$ cat config.mk
export PLATFORM = sky130hd
export DESIGN_NAME = led_blink_sender
export DESIGN_NICKNAME = d
export VERILOG_FILES = /design/src/rtl/led_blink_sender_pkg.sv /design/src/rtl/led_blink_sender_cycle_timer.sv /design/src/rtl/led_blink_sender.sv
export SDC_FILE = /design/constraint.sdc
export NUM_CORES = 1
export LEC_CHECK = 0
export CORE_MARGIN = 2
export CORE_UTILIZATION = 49
export DETAILED_ROUTE_END_ITERATION = 10
export HOLD_SLACK_MARGIN = 0.15
export PLACE_DENSITY = 0.64
export SLEW_MARGIN = 20
export SYNTH_ARGS = -nofsm -noshare
export SYNTH_HDL_FRONTEND = slang
export SYNTH_SLANG_ARGS = --single-unit
$ cat constraint.sdc
create_clock -name clk -period 4.3 [get_ports clk]
set_input_delay 1.29 -clock clk [delete_from_list [all_inputs] [get_ports clk]]
set_output_delay 1.29 -clock clk [all_outputs]
set_load 0.05 [all_outputs]
$ cat src/rtl/led_blink_sender_pkg.sv
// Shared icestick UI constants: clock rate, ms-to-cycles helper and the 3-bit
// state encodings used by the LED sender and its sibling UI blocks.
package led_blink_sender_pkg;

    localparam int CLK_HZ = 12_000_000;

    localparam logic [2:0] ST_IDLE = 3'd0;
    localparam logic [2:0] ST_ON   = 3'd1;
    localparam logic [2:0] ST_OFF  = 3'd2;
    localparam logic [2:0] ST_GAP  = 3'd3;
    localparam logic [2:0] ST_DONE = 3'd4;

    function automatic int ms_to_cycles(input int ms);
        return (CLK_HZ / 1000) * ms;
    endfunction

    function automatic int max3(input int a, input int b, input int c);
        int m;
        m = (a > b) ? a : b;
        return (m > c) ? m : c;
    endfunction

    // A timer that counts 0..max-1 needs at least one bit even when max is 1.
    function automatic int timer_width(input int max_cycles);
        return (max_cycles <= 2) ? 1 : $clog2(max_cycles);
    endfunction

endpackage

$ cat src/rtl/led_blink_sender_cycle_timer.sv
// Free-running cycle counter with synchronous clear, count enable and a
// terminal-count flag raised when the count equals the supplied last value.
module cycle_timer #(
    parameter int W = 8
) (
    input  logic         clk,
    input  logic         rst,
    input  logic         clear,
    input  logic         en,
    input  logic [W-1:0] last,
    output logic         tc
);

    logic [W-1:0] count;

    always_ff @(posedge clk or posedge rst) begin
        if (rst) begin
            count <= '0;
        end else if (clear) begin
            count <= '0;
        end else if (en) begin
            count <= count + 1'b1;
        end
    end

    // The owner clears on terminal count, so the counter never runs past last.
    assign tc = (count == last);

endmodule

$ cat src/rtl/led_blink_sender.sv
// Sends a 4-bit value to the user as that many LED blinks followed by a dark
// gap, with a start/busy/done handshake toward the controlling logic.
module led_blink_sender
    import led_blink_sender_pkg::*;
#(
    parameter int COUNT_W    = 4,
    parameter int ON_CYCLES  = ms_to_cycles(200),
    parameter int OFF_CYCLES = ms_to_cycles(200),
    parameter int GAP_CYCLES = ms_to_cycles(1000)
) (
    input  logic               clk,
    input  logic               rst,
    input  logic               start,
    input  logic [COUNT_W-1:0] value,
    output logic               busy,
    output logic               done,
    output logic               led
);

    // Handshake: start is honoured only while busy is low; busy rises the next
    // cycle and stays high through the single-cycle done pulse.
    localparam int TW = timer_width(max3(ON_CYCLES, OFF_CYCLES, GAP_CYCLES));
    localparam logic [TW-1:0] ON_LAST  = TW'(ON_CYCLES - 1);
    localparam logic [TW-1:0] OFF_LAST = TW'(OFF_CYCLES - 1);
    localparam logic [TW-1:0] GAP_LAST = TW'(GAP_CYCLES - 1);

    logic [2:0]         state;
    logic [2:0]         state_nxt;
    logic [COUNT_W-1:0] remaining;
    logic [COUNT_W-1:0] remaining_nxt;
    logic [TW-1:0]      timer_last;
    logic               timer_clear;
    logic               timer_en;
    logic               timer_tc;

    cycle_timer #(
        .W(TW)
    ) u_timer (
        .clk  (clk),
        .rst  (rst),
        .clear(timer_clear),
        .en   (timer_en),
        .last (timer_last),
        .tc   (timer_tc)
    );

    always_comb begin
        timer_last = ON_LAST;
        case (state)
            ST_OFF:  timer_last = OFF_LAST;
            ST_GAP:  timer_last = GAP_LAST;
            default: timer_last = ON_LAST;
        endcase
    end

    always_comb begin
        state_nxt     = state;
        remaining_nxt = remaining;
        case (state)
            ST_IDLE: begin
                if (start) begin
                    remaining_nxt = value;
                    state_nxt     = (value != '0) ? ST_ON : ST_GAP;
                end
            end
            ST_ON: begin
                if (timer_tc) begin
                    state_nxt = ST_OFF;
                    if (remaining != '0) begin
                        remaining_nxt = remaining - 1'b1;
                    end
                end
            end
            ST_OFF: begin
                if (timer_tc) begin
                    state_nxt = (remaining != '0) ? ST_ON : ST_GAP;
                end
            end
            ST_GAP: begin
                if (timer_tc) begin
                    state_nxt = ST_DONE;
                end
            end
            default: state_nxt = ST_IDLE;
        endcase
    end

    // Every state change restarts the timer from zero.
    assign timer_clear = (state_nxt != state);
    assign timer_en    = (state == ST_ON) || (state == ST_OFF) || (state == ST_GAP);

    always_ff @(posedge clk or posedge rst) begin
        if (rst) begin
            state     <= ST_IDLE;
            remaining <= '0;
            led       <= 1'b0;
            busy      <= 1'b0;
            done      <= 1'b0;
        end else begin
            state     <= state_nxt;
            remaining <= remaining_nxt;
            led       <= (state_nxt == ST_ON);
            busy      <= (state_nxt != ST_IDLE);
            done      <= (state_nxt == ST_DONE);
        end
    end

endmodule
Word-level counts from Yosys, hierarchy flattened
Cells that the tools add are included.
{ "word_totals": {"regBits": 34, "inputBits": 7, "output_inout_bits": 3, "wordCells": 41} }
{ "classes": {"addsub": 2, "n_eq_ne": 10, "mux": 14, "reduce_logical": 9} }
{ "ops": {"columns": ["op", "n"], "rows": [
  ["$mux W24", 3],
  ["$add A24 B1 Y24 const B", 1],
  ["$eq A24 B24 Y1", 1],
  ["$mux W3", 4],
  ["$mux W4", 3],
  ["$pmux W3 S4", 1],
  ["$pmux W4 S2", 1],
  ["$reduce_bool A4 Y1", 2],
  ["$eq A3 B1 Y1 const B", 2],
  ["$eq A3 B2 Y1 const B", 2],
  ["$ne A2 B2 Y1 const B", 3],
  ["$mux W2", 2],
  ["$reduce_and A4 Y1", 1],
  ["$reduce_bool A2 Y1", 2],
  ["$sub A4 B1 Y4 const B", 1],
  ["$eq A3 B3 Y1 const B", 1],
  ["$logic_not A3 Y1", 1],
  ["$ne A3 B3 Y1", 1],
  ["$reduce_bool A3 Y1", 1],
  ["$logic_or A1 B1 Y1", 2]
]} }

Longest topological paths before layout
{ "depth": {"word_depth": 7, "mapped_depth": 7, "depth_no_buf": 7} }

Modules after synthesis
A second synthesis with hierarchy kept.
{ "hier_totals": {"cells_unflattened": 228, "area_unflattened_um2": 2133.3} }
{ "modules_own_cells": {"columns": ["module", "n_inst", "cells_per_inst", "area_per_inst_um2", "seq_area_each_um2"], "rows": [
  ["cycle_timer", 1, 164, 1515.2, 600.6],
  ["led_blink_sender", 1, 64, 618.1, 250.2]
]} }

Least setup slack after synthesis
Ideal clock, no wire load.
{ "synth_timing": {"path_type": "input to register", "startpoint": "input start", "endpoint": "register remaining[1]", "setup_ns": 0.125, "arrival_time_ns": 2.248, "required_ns": 4.175, "setup_slack_ns": 1.927, "stages": 4, "n_path_buf": 0, "path_cell_list": "nor3b_1 -> and2_1 -> nor2_2 -> mux2_4"} }
{ "synth_via": {"elab_chain_cells": 2} }
{ "synth_lines": {"columns": ["item", "line", "text"], "rows": [
  ["start, declared", "led_blink_sender.sv:13", "input logic start,"],
  ["$ne A2 B2 Y1 (no line)", null, null],
  ["$reduce_and A4 Y1 (no line)", null, null],
  ["end signal, assigned", "led_blink_sender.sv:101", "remaining <= remaining_nxt;"],
  ["end, declared", "led_blink_sender.sv:29", "logic [COUNT_W-1:0] remaining;"]
]} }
No other way between the ends.
A chain may end at the register's enable or synchronous reset.

Worst setup path after layout
Ends and elaborated chain as after synthesis.

==> metrics.cfg <==
[status]
run_status=finished clean

[clock_tree]
htreeDepth=2
cts_hold_buf=0
cts-root-buf=clkbuf_8
cts_tree=yes
post_cts_resized=0
clock_sinks=34
cts_max_path_buffers=2
clkTransAtPathRegs_ps=60
clock_latency_ps=290
cts_inserted_buffers=5
postCtsSetupBuffers=0

[critical_path]
cp.required_ps=4460
end_kind=flip-flop
start_kind=input pin
worstPathBufferInverterCount=1
crit_chain=clkdlybuf4s50_1 > nor3b_1 > and2_1 > nor2_2 > mux2_4
cp_slowest_cell=clkdlybuf4s50_1
worstReg2RegStart=u_timer.count[8]
critPathKind=input pin to flip-flop
r2r-end=u_timer.count[20]
ff2ff_path_depth=5
critPathTopFamily=simple AND/OR/NAND/NOR gates
crit_path_max_fanout=5
reg2reg_slack_ps=1720
max_stage_delay_ps=450
critPathArrivalTime_ps=2880

[floorplan]
num_rows=22
core-area_um2=3720
die_h_um=66.7
fp.dieW_um=66.7
pin_count=10
start_util=0.519
die_area_um2=4450

[job]
cap_violations=0

[yosys]
synth_ff_type=dfrtp_1
synthCells=205
synth-edff-count=0
synth_top_cells_by_area=dfrtp_1, xnor2_1, nor2_1
async_flop_share=1.00
synth_area_leader_cell=dfrtp_1
syn_area_per_cell_um2=9.40
syn_area_um2=1930
ys_warn_count=0
yosysTopAreaCellShare=0.442
ys_seq_area_frac=0.442
syn_nets=214
synthDistinctLibCells=44
ys_ff_latch=34

[routing]
via_per_inst=5.73
first_pass_iters=4
vias=1518
drtIter0Drc=93
drt-total-wl_um=3840
ant_nets=0
wl_per_cell_um=14.5
drc=0

[pwr]
p_total_mw=0.552
power_leakage_nw=0.836
power_density_nw_per_um2=260
ir_drop_uv=200

[placement]
port_buffers=9
place_worst_setup_slack_ps=1290
place.gp.congestion=0.828
hpwl_um=2750

[sta]
tightest_slew_ps=1020
fin_crit_ps=2710
finalHoldViolCount=0
final.setup.worst_slack_ps=1590
finalMaxSlewViolations=0
tns_ps=0
slew_headroom=0.319
finalCritPeriodShare=0.631
max_freq_ghz=0.368
rsz0062_at_grt=false
finClkSkew_ps=10.0
finalSetupViolCount=0

[hold_path]
hold_path.startpoint=remaining[0]
hold_path_end=remaining[0]
hold_depth=1
hold_class=flip-flop to flip-flop

[final_layout]
syn_to_final_growth_pct=10.2
nNetsFinal=226
n_antenna_cell=0
drive_above_1_share=0.0737

[global_route]
overflow=0
grt_pass1_vias=1523
grtUsageTotal=0.204
grt_max_degree=25
antenna_found_initial=0
grt_pass1_wl_um=6760

cells in the final DEF, fill, tap and decap left out, types with 4 or more instances in the layout:
master	n
xor2_1	5
nor2_1	37
nor3_1	12
nand4_1	6
nand2_1	13
inv_1	12
xnor2_1	18
clkbuf_8	5
nand3_1	10
and4_1	4
clkdlybuf4s50_1	9
dfrtp_1	34
Yosys cell counts, types with 2 or more instances:
library cell	n
a2111oi_0	3
a21oi_1	2
a2bb2oi_1	2
a31oi_1	2
and2_1	3
and3_1	3
and4_1	4
buf_4	5
dfrtp_1	34
ha_1	2
inv_1	12
nand2_1	13
nand3_1	10
nand4_1	6
nor2_1	37
nor3_1	12
nor4_1	3
o21ai_0	2
o21ai_1	2
o22ai_1	3
xnor2_1	18
xor2_1	5
sequential cells by signal, indices dropped and copies added (netlist names):
signal and flops:
busy 1, done 1, led 1, remaining 4, state 3, u_timer.count 24
routing by layer:
metal / global-route usage / share of wire / up-vias
li1: - / - / 737
met2: 0.319 / 0.47 / 22
met4: 0.0842 / 0.015 / 0
met3: 0.0591 / 0.034 / 9
met5: 0 / 0 / -
met1: 0.263 / 0.48 / 750
how the worst max path moves through the flow:
stage	cells past startpoint	start	end
2_1_floorplan	4	start	remaining[1]
3_3_place_gp	5	start	u_timer.count[3]
3_5_place_dp	5	start	u_timer.count[5]
4_1_cts	1	led	led
5_1_grt	5	start	u_timer.count[19]
6_report	5	start	remaining[1]
cell type report:
type                            count  area, um^2
Fill cell                         334        1590
Multi-Input combinational cell    154         993
Sequential cell                    34         851
Timing Repair Buffer               10        97.6
Clock buffer                        7        76.3
Tap cell                           48        60.1
Inverter                           12        45.0
metrics by stage:
step	std cells	utilization	hold WS [ps]	instance area, um^2
after floorplan	205	-	479	1930
after global placement	258	0.551	503	2050
after detailed placement	258	0.551	522	2050
after CTS	265	0.571	540	2120
after global routing	265	0.571	566	2120
final	265	0.571	525	2120
worst reg2reg max path, stage by stage (launching register included):
cell	delay, ps
dfrtp_1	440
nor4_1	420
nand4_1	290
a211o_1	340
o21ai_2	800
nor2_1	140
cells by family (layout without fill, tap and decap cells):
family	count (synthesis)	in the layout	share of synthesized area
multiplexers	3	3	0.0188
AO/OA/AOI/OAI	25	25	0.105
buffers and inverters	17	29	0.0429
adder cells (fa/ha/maj)	2	2	0.0130
AND/OR/NAND/NOR	101	101	0.274
flip-flops	34	34	0.442
XOR/XNOR	23	23	0.105
power by group:
| part | internal, mW | switching, mW |
|---|---|---|
| Sequential | 0.320 | 0 |
| Clock | 0.111 | 0.105 |
| Combinational | 0.00698 | 0.00870 |
| Total | 0.438 | 0.113 |
Power figures use the tool's default switching activity.
